File: src/rtl/zx_clock_reset.sv
// Reset sequencer and clock-enable generator for the Spectrum core.
// Waits for PLL lock, holds system reset for RESET_CYCLES, then issues pixel, CPU and PSG enables.
module zx_clock_reset #(
  parameter int RESET_CYCLES = 1024
) (
  input  logic       clk,
  input  logic       rst_n,
  input  logic       pll_locked,
  input  logic [1:0] turbo,
  input  logic       cpu_wait,
  output logic       sys_rst_n,
  output logic       ce_pix,
  output logic       ce_cpu_p,
  output logic       ce_cpu_n,
  output logic       ce_psg
);

  localparam int CNT_W = (RESET_CYCLES > 2) ? $clog2(RESET_CYCLES) : 1;
  localparam logic [CNT_W-1:0] CNT_LAST = CNT_W'(RESET_CYCLES - 1);

  typedef enum logic [1:0] {
    ST_HOLD  = 2'd0,
    ST_COUNT = 2'd1,
    ST_RUN   = 2'd2
  } state_t;

  state_t           state_r;
  state_t           state_nxt_s;
  logic             lock_meta_r;
  logic             lock_sync_r;
  logic [CNT_W-1:0] cnt_r;
  logic [3:0]       div_r;
  logic [1:0]       turbo_q_r;
  logic             skip_r;
  logic             ce_pix_r;
  logic             ce_cpu_p_r;
  logic             ce_cpu_n_r;
  logic             ce_psg_r;
  logic             run_s;
  logic             count_s;
  logic             sys_rst_s;
  logic             p_match_s;
  logic             n_match_s;

  // CPU phase match decode: {P, N}. Each mode's N lands on div[2:0]==7 so turbo can switch there.
  function automatic logic [1:0] cpu_match(input logic [1:0] mode, input logic [3:0] div);
    logic [1:0] m;
    case (mode)
      2'd1:    m = {div[1:0] == 2'd1, div[1:0] == 2'd3};
      2'd2:    m = {div[0] == 1'b0, div[0] == 1'b1};
      default: m = {div[2:0] == 3'd3, div[2:0] == 3'd7};
    endcase
    return m;
  endfunction

  // Two-flop synchronizer for the asynchronous PLL lock flag
  always_ff @(posedge clk) begin
    if (!rst_n) begin
      lock_meta_r <= 1'b0;
      lock_sync_r <= 1'b0;
    end else begin
      lock_meta_r <= pll_locked;
      lock_sync_r <= lock_meta_r;
    end
  end

  // State register
  always_ff @(posedge clk) begin
    if (!rst_n) begin
      state_r <= ST_HOLD;
    end else begin
      state_r <= state_nxt_s;
    end
  end

  // Next-state logic
  always_comb begin
    state_nxt_s = state_r;
    case (state_r)
      ST_HOLD: begin
        if (lock_sync_r) state_nxt_s = ST_COUNT;
        else             state_nxt_s = ST_HOLD;
      end
      ST_COUNT: begin
        if (!lock_sync_r)          state_nxt_s = ST_HOLD;
        else if (cnt_r == CNT_LAST) state_nxt_s = ST_RUN;
        else                       state_nxt_s = ST_COUNT;
      end
      ST_RUN: begin
        if (!lock_sync_r) state_nxt_s = ST_HOLD;
        else              state_nxt_s = ST_RUN;
      end
      default: state_nxt_s = ST_HOLD;
    endcase
  end

  // Output decode; run_s also excludes the entry and exit edges so div and enables start/stop cleanly
  always_comb begin
    sys_rst_s = (state_r == ST_RUN);
    run_s     = (state_r == ST_RUN) && (state_nxt_s == ST_RUN);
    count_s   = (state_r == ST_COUNT) && (state_nxt_s == ST_COUNT);
    {p_match_s, n_match_s} = cpu_match(turbo_q_r, div_r);
  end

  // Reset-interval counter and free-running divider
  always_ff @(posedge clk) begin
    if (!rst_n) begin
      cnt_r <= {CNT_W{1'b0}};
      div_r <= 4'd0;
    end else begin
      cnt_r <= count_s ? cnt_r + {{(CNT_W-1){1'b0}}, 1'b1} : {CNT_W{1'b0}};
      div_r <= run_s ? div_r + 4'd1 : 4'd0;
    end
  end

  // Turbo select, sampled only on a period boundary common to every mode
  always_ff @(posedge clk) begin
    if (!rst_n) begin
      turbo_q_r <= 2'd0;
    end else if (run_s && (div_r[2:0] == 3'd7)) begin
      turbo_q_r <= turbo;
    end else begin
      turbo_q_r <= turbo_q_r;
    end
  end

  // Registered enables; a stalled P arms skip so the matching N is dropped too
  always_ff @(posedge clk) begin
    if (!rst_n) begin
      skip_r     <= 1'b0;
      ce_pix_r   <= 1'b0;
      ce_cpu_p_r <= 1'b0;
      ce_cpu_n_r <= 1'b0;
      ce_psg_r   <= 1'b0;
    end else begin
      ce_pix_r   <= run_s && (div_r[1:0] == 2'd3);
      ce_psg_r   <= run_s && (div_r == 4'd15);
      ce_cpu_p_r <= run_s && p_match_s && !cpu_wait;
      ce_cpu_n_r <= run_s && n_match_s && !skip_r;
      if (!run_s) begin
        skip_r <= 1'b0;
      end else if (p_match_s) begin
        skip_r <= cpu_wait;
      end else if (n_match_s) begin
        skip_r <= 1'b0;
      end else begin
        skip_r <= skip_r;
      end
    end
  end

  assign sys_rst_n = sys_rst_s;
  assign ce_pix    = ce_pix_r;
  assign ce_cpu_p  = ce_cpu_p_r;
  assign ce_cpu_n  = ce_cpu_n_r;
  assign ce_psg    = ce_psg_r;

endmodule

File: config.mk
export PLATFORM = sky130hd
export DESIGN_NAME = zx_clock_reset
export DESIGN_NICKNAME = d
export VERILOG_FILES = /design/src/rtl/zx_clock_reset.sv
export SDC_FILE = /design/constraint.sdc
export NUM_CORES = 1
export LEC_CHECK = 0
export BUFFER_PORTS_ARGS = -buffer_cell sky130_fd_sc_hd__buf_2
export CORE_MARGIN = 3
export CORE_UTILIZATION = 63
export CTS_BUF_LIST = sky130_fd_sc_hd__clkbuf_8
export DETAILED_ROUTE_END_ITERATION = 12
export GPL_ROUTABILITY_DRIVEN = 0
export HOLD_SLACK_MARGIN = 0.06
export PLACE_DENSITY_LB_ADDON = 0.3
export SKIP_LAST_GASP = 1
export SLEW_MARGIN = 5
export SYNTH_ARGS = -nofsm -noshare
export SYNTH_HDL_FRONTEND = slang
export SYNTH_SLANG_ARGS = --single-unit
File: constraint.sdc
create_clock -name clk -period 3.2 [get_ports clk]
set_input_delay 0.32 -clock clk [delete_from_list [all_inputs] [get_ports clk]]
set_output_delay 0.32 -clock clk [all_outputs]
set_load 0.005 [all_outputs]
# Word level (Yosys, flattened, before mapping)
# Cells that the tools add are included.
# W data, S select, Z words.
# word_totals
rom_bits,0
memories,0
reg_bits,25
input_bits,6
ramBits,0
latchBits,0
# classes
n_mul,0
div,0
n_lt_le_gt_ge,0
reduce_logical,15
bitwise,1
n_addsub,2
muxes,8
n_shift,0
n_eq_ne,12
# op_table
operator,n
$add A10 B1 Y10 const B,1
$eq A10 B10 Y1 const B,1
$logic_and A1 B1 Y1,9
$eq A2 B1 Y1 const B,4
$eq A2 B2 Y1 const B,4
$mux W2,3
$pmux W2 S3,1
$add A4 B1 Y4 const B,1
$eq A4 B4 Y1 const B,1
$pmux W2 S2,1
$reduce_and A2 Y1,2
$eq A3 B2 Y1 const B,1
$eq A3 B3 Y1 const B,1
$mux W1,3
$logic_not A1 Y1,2
$logic_not A2 Y1,1
$reduce_bool A2 Y1,1
$not A1 Y1,1

# Depth between registers and ports, before layout
# Gate-level depths: netlist (run 1).
# depth
word_depth,8
mapped_depth,6
mapped_depth_nobuf,6

# Worst setup path after synthesis (run 1)
# No wires, ideal clock.
# synth_timing
kind,reg-to-reg
from,register turbo_q_r[0]
to,register skip_r
n_path_buf,0
setup_ns,0.067
arrival_time_ns,1.302
synth_period_minus_slack_ns,1.369
path_stages_with_launch,6
required_ns,3.133
path_slack_ns,1.831
cell_sequence,dfxtp_1 inv_1 ha_1 a221o_1 a211o_1 o21ai_2
# synth_between
elab_chain_len,3
word_cells_on_any_way,5
cone_classes,eq/ne (2); mux (2); reduce/logical (1)
# synth_rtl
item,line_no,text
from (decl),33,logic [1:0] turbo_q_r;
from (signal assigned),121,turbo_q_r <= turbo;
from (signal assigned),123,turbo_q_r <= turbo_q_r;
$eq A2 B2 Y1 or $eq A2 B1 Y1 (tied branches),48,case (mode)
$pmux W2 S2 *,48,
$mux W1 or $reduce_bool A2 Y1 (tied branches),--,
to (signal assigned),143,skip_r <= cpu_wait;
to (signal assigned),147,skip_r <= skip_r;
to (decl),34,logic skip_r;
# Every way passes the cells marked *; elsewhere a longest branch is shown, timed or not.
# A chain may end at the register's enable or synchronous reset.

# Final worst setup path (run 1)
# Same ends and word-level chain as after synthesis.

==> results of run 1 <==
-- power by group through the flow --
stage                     registers [W]    logic, W  clock network [W]
after floorplan                0.000321  0.00000183                  0
after global placement         0.000321  0.00000591                  0
after detailed placement       0.000321  0.00000601                  0
after CTS                      0.000313  0.00000616           0.000183
after global routing           0.000314  0.00000678           0.000197
final                          0.000313  0.00000606           0.000180
-- worst max-delay path by stage --
stage / cells past startpoint / slack (ns) / to / start
6_report: 5 / 1.75 / skip_r$_SDFFE_PN0P_ / turbo_q_r[0]$_SDFFE_PN0P_
5_1_grt: 5 / 1.64 / skip_r$_SDFFE_PN0P_ / turbo_q_r[0]$_SDFFE_PN0P_
4_1_cts: 5 / 1.73 / skip_r$_SDFFE_PN0P_ / turbo_q_r[0]$_SDFFE_PN0P_
3_5_place_dp: 5 / 1.77 / skip_r$_SDFFE_PN0P_ / turbo_q_r[0]$_SDFFE_PN0P_
3_3_place_gp: 5 / 1.81 / skip_r$_SDFFE_PN0P_ / turbo_q_r[0]$_SDFFE_PN0P_
2_1_floorplan: 5 / 1.83 / skip_r$_SDFFE_PN0P_ / turbo_q_r[0]$_SDFFE_PN0P_
-- state kept, by name (all words and copies together), names as in the netlist --
name / count
lock_meta_r: 1
cnt_r: 10
skip_r: 1
ce_cpu_p: 1
div_r: 4
ce_pix: 1
turbo_q_r: 2
ce_cpu_n: 1
state_r: 2
ce_psg: 1
lock_sync_r: 1
-- cell usage in the layout (no fill, tap or decap), drive strengths merged, types with 2 or more instances in the layout --
master  count
nor3        2
nor2b       2
clkbuf      3
xnor2       3
and3        2
nand2       8
inv         7
nand3       6
mux2i       2
a21oi       2
and2        3
ha          7
nand4       3
buf        10
xor2        4
nor2       14
dfxtp      25
o21ai       3
-- per-layer routing --
metal | wire length (um) | track usage | up-vias | share of wire
met5 | 0 | 0 | - | 0
met4 | 44 | 0.122 | 0 | 0.027
met2 | 694 | 0.286 | 18 | 0.42
met1 | 811 | 0.223 | 340 | 0.50
met3 | 85 | 0.0690 | 5 | 0.052
li1 | - | - | 402 | -
-- stage by stage --
step / setup slack, ns / instances
final: 1.75 / 137
after global routing: 1.64 / 137
after CTS: 1.73 / 137
after detailed placement: 1.77 / 133
after global placement: 1.81 / 133
after floorplan: 1.83 / 107
-- final cells by class --
| cell class | instances | area (um^2) | share of cell area |
|---|---|---|---|
| repair buffers | 10 | 50.0 | 0.0431 |
| multi-input cells | 76 | 523 | 0.450 |
| clock buffers | 3 | 41.3 | 0.0356 |
| well taps | 16 | 20.0 | 0.0172 |
| flip-flops and latches | 25 | 500 | 0.431 |
| clock inverters | 1 | 3.75 | 0.00323 |
| inverters | 6 | 22.5 | 0.0194 |
-- worst register-to-register path: cells and delay by family (launching register included) --
family                     cells  cell delay, ns
DFF                            1            0.36
adders and majority gates      1            0.33
AOI/OAI and AO/OA              3            0.65
buffers and inverters          1            0.06
-- logic make-up after synthesis --
logic type	count (synthesis)	share of synthesized area
flops	25	0.478
xor+xnor	7	0.0586
mux	2	0.0191
fa+ha+maj	7	0.0837
compound gates	12	0.0897
buf+inv	6	0.0215
simple gates	48	0.249
==> flow_metrics.tcl, run 1 <==
set metrics [dict create \
    cts_root_buffer "clkbuf_8" \
    worst_pin_slew_ns 0.285 \
    area_growth_pct 11.0 \
    min_period_ns 1.45 \
    period_share 0.455 \
    fp-row-count 14 \
    die_x_um 46.7 \
    grt_first_pass_wirelength_mm 2.82 \
    antenna_found_initial 0 \
    tns_ns 0 \
    combPwrFrac 0.012 \
    stdcell_area_mm2 0.00116 \
    p_int_w 0.000402 \
    synth_common_cells "25 x dfxtp_1, 14 x nor2_1, 8 x nand2_1" \
    insertion_delay_ns 0.27 \
    wl_per_cell_um 11.9 \
    yosysWarningCount 0 \
    synth_cell_type_count 33 \
    grt_max_degree 14 \
    p_clk_frac 0.360 \
    yosysSeqAreaShare 0.478 \
    cts_made_buffers 3 \
    fmaxAchievable_ghz 0.688 \
    syn-instance-count 107 \
    hold_depth 2 \
    ctsHoldBuffers 0 \
    postPlaceCellArea_mm2 0.00112 \
    maxCapViolCount 0 \
    crit_chain "inv_1 -> ha_1 -> a221o_1 -> a211o_1 -> o21ai_2" \
    seqPwrFrac 0.628 \
    wl_mm 1.64 \
    synth_area_mm2 0.00105 \
    hold_path_end "ce_cpu_p$_SDFF_PN0_" \
    finalHoldViolations 0 \
    run_status "complete, no violations" \
    async_flop_share 0 \
    h-tree-depth 1 \
    portBuffers 10 \
    fp.dieH_um 46.7 \
    start_util 0.679 \
    worstRegToRegCells 5 \
    max-vdd-ir-drop_uv 325 \
    synth_edf_count 0 \
    cp_slowest_cell "dfxtp_1" \
    grt_pass1_vias 694 \
    postCtsSetupRepairBufs 0 \
    cp.buffers_inverters 1 \
    cp_top_family "compound AO/OA/AOI/OAI gates" \
    r2r_start "turbo_q_r[0]$_SDFFE_PN0P_" \
    clk_path_buf_depth 2 \
    cp.arrival_ns 1.66 \
    vias 765 \
    min-delay-start "cpu_wait" \
    skew_ns 0.00450 \
    synth_top_area_frac 0.478 \
    p_sw_w 0.0000974 \
    drt_iter0_drc 21 \
    maxSlewViolCount 0 \
    syn_nets 120 \
    grtUsageTotal 0.188 \
    drive_gt1_frac 0.149 \
    hpwlAfterDp_mm 1.18 \
    synth_most_common_cell "dfxtp_1" \
    grt_overflow_total 0 \
    nets 135 \
    firstDrtPassIters 4 \
    synth_area_leaders "dfxtp_1 48%, ha_1 8.4%, nor2_1 5.0%, xor2_1 3.3%, nand2_1 2.9%" \
    critPathMaxFanout 4 \
    syn_area_per_cell_um2 9.78 \
    antenna_left 0 \
    cp.required_ns 3.41 \
    dieArea_mm2 0.00219 \
    rsz0062_at_grt "no" \
    postLayoutCoreUtil 0.753 \
    yosys.area.top_type "dfxtp_1" \
    coreArea_mm2 0.00154 \
    r2r_slack_ns 1.75 \
    cts_tree "yes" \
    p_sw_frac 0.195 \
    reg2reg_to "skip_r$_SDFFE_PN0P_" \
    pwr_density_cell_mw_per_mm2 430 \
    slew_headroom 0.810 \
    vias_per_cell 5.58 \
    antennaDiodeCount 0 \
    startpoint_type "register" \
    cp_slowest_stage_delay_ns 0.36 \
    end_kind "register" \
    clock-sinks 25 \
    ios 11 \
    yosys_register_bits 25 \
    worst_hold_slack_ns 0.230 \
    drc 0 \
    setup_viol 0 \
    ctsResizeCount 0 \
    synthFlopType "dfxtp_1" \
    cellLeakagePower_nw 0.477 \
    fill_cells 116 \
    p_total_w 0.000499 \
    path_clk_slew_ns 0.08 \
    critPathKind "reg -> reg" \
    min_path_type "in -> reg" \
]
Power figures use the tool's default switching activity.
==> run 2: changes to the inputs <==
Settings changed: CORE_UTILIZATION 63 to 59.
Clock period 3.2 ns to 1.4 ns, I/O delays scaled along.
==> flow_metrics.tcl, run 2 (synthesis results as in run 1) <==
set metrics [dict create \
    cp_slowest_cell "dfxtp_2" \
    path_clk_slew_ns 0.09 \
    cp.depth 5 \
    combPwrFrac 0.015 \
    grt_pass1_vias 819 \
    cts_root_buffer "clkbuf_8" \
    startpoint_type "register" \
    fmaxAchievable_ghz 0.740 \
    grt_overflow_total 0 \
    end_kind "register" \
    reg.largest.list "cnt_r x10, div_r x4" \
    ios 11 \
    largest_register_ffs 10 \
    fp.dieH_um 48.1 \
    drt_iter0_drc 6 \
    pwr_density_cell_mw_per_mm2 940 \
    grtUsageTotal 0.212 \
    clock-sinks 25 \
    r2r_start "turbo_q_r[0]$_SDFFE_PN0P_" \
    cp.required_ns 1.61 \
    crit_end "skip_r$_SDFFE_PN0P_" \
    antenna_left 0 \
    vias 834 \
    min_period_ns 1.35 \
    vias_per_cell 5.56 \
    firstDrtPassIters 4 \
    wl_mm 1.99 \
    cp.arrival_ns 1.56 \
    postLayoutCoreUtil 0.769 \
    insertion_delay_ns 0.27 \
    maxSlewViolCount 0 \
    grt_first_pass_wirelength_mm 3.39 \
    period_share 0.965 \
    coreArea_mm2 0.00159 \
    worstRegToRegCells 5 \
    seqPwrFrac 0.622 \
    final_cell_count_no_fill 150 \
    cellLeakagePower_nw 0.492 \
    area_growth_pct 17.2 \
    final_common_cell "dfxtp_1" \
    portBuffers 10 \
    drive_gt1_frac 0.222 \
    r2r_slack_ns 0.05 \
    stdcell_area_mm2 0.00123 \
    p_clk_frac 0.364 \
    cp_slowest_stage_delay_ns 0.35 \
    p_sw_w 0.000233 \
    finalHoldViolations 0 \
    grt_max_degree 14 \
    p_total_w 0.00115 \
    p_int_w 0.000920 \
    placed_cells 144 \
    worst_pin_slew_ns 0.311 \
    h-tree-depth 1 \
    post-place-ws_ns -0.0124 \
    layout_common_cells "23 x dfxtp_1, 14 x nor2_1, 10 x buf_2, 8 x nand2_1, 7 x inv_1" \
    crit_chain "inv_1 -> ha_1 -> a221o_1 -> a211o_1 -> o21ai_2" \
    cts_tree "yes" \
    fp-row-count 14 \
    max-vdd-ir-drop_uv 803 \
    setup_viol 0 \
    run_status "complete, no violations" \
    cp.buffers_inverters 1 \
    nets 140 \
    critPathKind "reg -> reg" \
    cts_made_buffers 3 \
    fin_ws_ns 0.0494 \
    die_x_um 48.1 \
    critPathMaxFanout 3 \
    rsz0062_at_grt "yes" \
    start_util 0.656 \
    slew_headroom 0.792 \
    min_path_type "in -> reg" \
    cp_top_family "compound AO/OA/AOI/OAI gates" \
    reg2reg_to "skip_r$_SDFFE_PN0P_" \
    largest-register "cnt_r" \
    postPlaceCellArea_mm2 0.00115 \
    startpoint "turbo_q_r[0]$_SDFFE_PN0P_" \
    skew_ns 0.00905 \
    dieArea_mm2 0.00231 \
    maxCapViolCount 0 \
    antenna_found_initial 0 \
    drc 0 \
    clk_path_buf_depth 2 \
    hpwlAfterDp_mm 1.35 \
    p_sw_frac 0.202 \
    antennaDiodeCount 0 \
    fill_cells 112 \
    wl_per_cell_um 13.3 \
]
==> run 2: changes by cell type in the layout (fill, tap and decap cells not counted), sizes merged <==
cell and change:
dlygate4sd3 +1, buf +4
==> run 2: metrics by stage <==
| stage | TNS, ns | hold WS (ns) |
|---|---|---|
| after global routing | -0.0696 | 0.0821 |
| after global placement | 0 | 0.331 |
| after CTS | 0 | 0.0700 |
| after floorplan | 0 | 0.219 |
| after detailed placement | -0.0124 | 0.326 |
| final | 0 | 0.0669 |
==> run 2: cell type report <==
| class | count | area, um^2 | area share |
|---|---|---|---|
| Clock buffer | 3 | 41.3 | 0.0337 |
| Sequential cell | 25 | 503 | 0.410 |
| Clock inverter | 1 | 3.75 | 0.00306 |
| Multi-Input combinational cell | 76 | 536 | 0.437 |
| Inverter | 6 | 22.5 | 0.0184 |
| Tap cell | 24 | 30.0 | 0.0245 |
| Timing Repair Buffer | 15 | 90.1 | 0.0735 |
==> run 2: per-layer routing <==
| layer | GRT usage | part of all wire |
|---|---|---|
| met1 | 0.250 | 0.47 |
| met4 | 0.118 | 0.025 |
| met3 | 0.0332 | 0.043 |
| met5 | 0 | 0 |
| met2 | 0.364 | 0.46 |
==> run 2: power by group through the flow <==
stage	clock network, W	registers (W)	logic, W
finish	0.000419	0.000717	0.0000169
global route	0.000455	0.000717	0.0000190
CTS	0.000424	0.000716	0.0000167
detailed placement	0	0.000733	0.0000142
global placement	0	0.000733	0.0000137
floorplan	0	0.000733	0.00000419
==> run 2: worst register-to-register path, delay by kind of cell (launching register included) <==
kind	cells	cell delay, ns
compound gates	3	0.62
flops	1	0.35
fa+ha+maj	1	0.28
buf+inv	1	0.05
==> run 2: worst min-delay path by stage <==
stage / depth (start not counted) / endpoint / slack [ns] / from
final: 2 / lock_meta_r$_SDFF_PN0_ / 0.07 / pll_locked
after global routing: 2 / lock_meta_r$_SDFF_PN0_ / 0.08 / pll_locked
after CTS: 2 / lock_meta_r$_SDFF_PN0_ / 0.07 / pll_locked
after detailed placement: 2 / ce_cpu_p$_SDFF_PN0_ / 0.33 / cpu_wait
after global placement: 2 / ce_cpu_p$_SDFF_PN0_ / 0.33 / cpu_wait
after floorplan: 1 / ce_cpu_p$_SDFF_PN0_ / 0.22 / cpu_wait
==> run 2: repair_timing <==
action                     in CTS  in global routing
setup endpoints to repair       2                  9
hold buffers                    1                  0
gates resized for setup         2                  5
setup buffers                   0                  1
pin swaps                       1                  3
hold endpoints to repair        1                  0
==> run 3: changes to the inputs <==
Settings changed: CORE_UTILIZATION 59 to 30.
==> flow_metrics.tcl, run 3 (synthesis results as in run 1) <==
set metrics [dict create \
    maxUsedRoutingLayer "met4" \
    met3WireLength_um 79 \
    r2r_start "turbo_q_r[0]$_SDFFE_PN0P_" \
    stdcell_area_mm2 0.00124 \
    path_clk_slew_ns 0.08 \
    antennaDiodeCount 0 \
    worst_hold_slack_ns 0.0799 \
    vias_per_cell 4.62 \
    grt_first_pass_wirelength_mm 3.03 \
    cp_top_family "compound AO/OA/AOI/OAI gates" \
    placed_cells 164 \
    drt-met1-wl_um 800 \
    cp.arrival_ns 1.54 \
    finalHoldViolations 0 \
    start_util 0.329 \
    area_growth_pct 18.8 \
    final_cell_count_no_fill 169 \
    wl_mm 1.80 \
    postCtsSetupRepairBufs 0 \
    vias 781 \
    clock-sinks 25 \
    dieArea_mm2 0.00423 \
    startpoint_type "register" \
    die_x_um 65.1 \
    min_path_type "in -> reg" \
    antenna_found_initial 0 \
    maxSlewViolCount 0 \
    antenna_left 0 \
    cp.required_ns 1.61 \
    cp.buffers_inverters 1 \
    grt_pass1_vias 737 \
    firstDrtPassIters 2 \
    portBuffers 10 \
    fp.dieH_um 65.1 \
    insertion_delay_ns 0.27 \
    fp-row-count 20 \
    wl_per_cell_um 10.7 \
    period_share 0.954 \
    max-vdd-ir-drop_uv 569 \
    cp_slowest_stage_delay_ns 0.34 \
    run_status "complete, no violations" \
    wl_met2_um 908 \
    cts_tree "yes" \
    largest-register "cnt_r" \
    grtUsageTotal 0.0913 \
    cp_slowest_cell "dfxtp_2" \
    h-tree-depth 1 \
    pwr_density_cell_mw_per_mm2 928 \
    startpoint "turbo_q_r[0]$_SDFFE_PN0P_" \
    setup_viol 0 \
    drc 0 \
    reg.largest.list "cnt_r x10, div_r x4" \
    cts_made_buffers 3 \
    clk_path_buf_depth 2 \
    drive_gt1_frac 0.216 \
    fill_cells 335 \
    slew_headroom 0.779 \
    grt_max_degree 15 \
    hpwlAfterDp_mm 1.36 \
    min_period_ns 1.34 \
    min-delay-start "pll_locked" \
    cellLeakagePower_nw 0.488 \
    critPathMaxFanout 3 \
    drt_iter0_drc 13 \
    ios 11 \
    cts_root_buffer "clkbuf_8" \
    coreArea_mm2 0.00318 \
    largest_register_ffs 10 \
    end_kind "register" \
    grt_overflow_total 0 \
    critPathKind "reg -> reg" \
    layout_common_cells "23 x dfxtp_1, 14 x nor2_1, 10 x buf_2, 8 x nand2_1, 6 x inv_1" \
    rsz0062_at_grt "no" \
    nets 139 \
    final_common_cell "dfxtp_1" \
    postPlaceCellArea_mm2 0.00117 \
    maxCapViolCount 0 \
    skew_ns 0.00203 \
    worst_pin_slew_ns 0.330 \
    fmaxAchievable_ghz 0.749 \
    crit_chain "inv_1 -> ha_1 -> a221o_1 -> a211o_1 -> o21ai_2" \
]
==> run 3: what timing repair did <==
item                       CTS  global route
setup endpoints to repair    1             8
resized for setup            2             4
hold endpoints to repair     1             0
pin swaps                    0             2
hold buffers                 1             0
==> run 3: per-layer routing <==
metal / global-route usage / up-vias
li1: - / 407
met1: 0.0965 / 363
met2: 0.167 / 9
met3: 0.0416 / 2
met4: 0.0155 / 0
met5: 0 / -
==> run 3: final timing paths <==
check | endpoint | slack [ns] | cells past startpoint
worst max register to register | skip_r$_SDFFE_PN0P_ | 0.06 | 5
worst min-delay path | lock_meta_r$_SDFF_PN0_ | 0.08 | 2
worst max-delay path | skip_r$_SDFFE_PN0P_ | 0.06 | 5
worst min register to register | ce_cpu_n$_SDFF_PN0_ | 0.43 | 1
==> run 3: area by class of cell <==
| type | instances | area (um^2) | area share |
|---|---|---|---|
| inverters | 6 | 22.5 | 0.0181 |
| clock buffers | 3 | 41.3 | 0.0332 |
| clock inverters | 1 | 5.00 | 0.00403 |
| multi-input cells | 76 | 533 | 0.429 |
| well taps | 44 | 55.1 | 0.0443 |
| repair buffers | 14 | 82.6 | 0.0665 |
| flip-flops and latches | 25 | 503 | 0.405 |
==> run 3: per-stage QoR <==
step	TNS (ns)	power, W	util	worst slack, ns
floorplan	0	0.000737	-	0.0307
CTS	0	0.00118	0.388	0.00231
global route	0	0.00121	0.391	0.00185
global placement	0	0.000747	0.369	0.0310
detailed placement	-0.00213	0.000748	0.369	-0.00213
finish	0	0.00115	0.391	0.0645
==> run 3: power breakdown <==
part | total (W) | switching, W | internal, W | leakage (nW)
logic | 0.0000160 | 0.00000592 | 0.0000100 | 0.260
registers | 0.000716 | 0.00000270 | 0.000714 | 0.203
clock network | 0.000421 | 0.000222 | 0.000199 | 0.0255
total | 0.00115 | 0.000231 | 0.000923 | 0.488
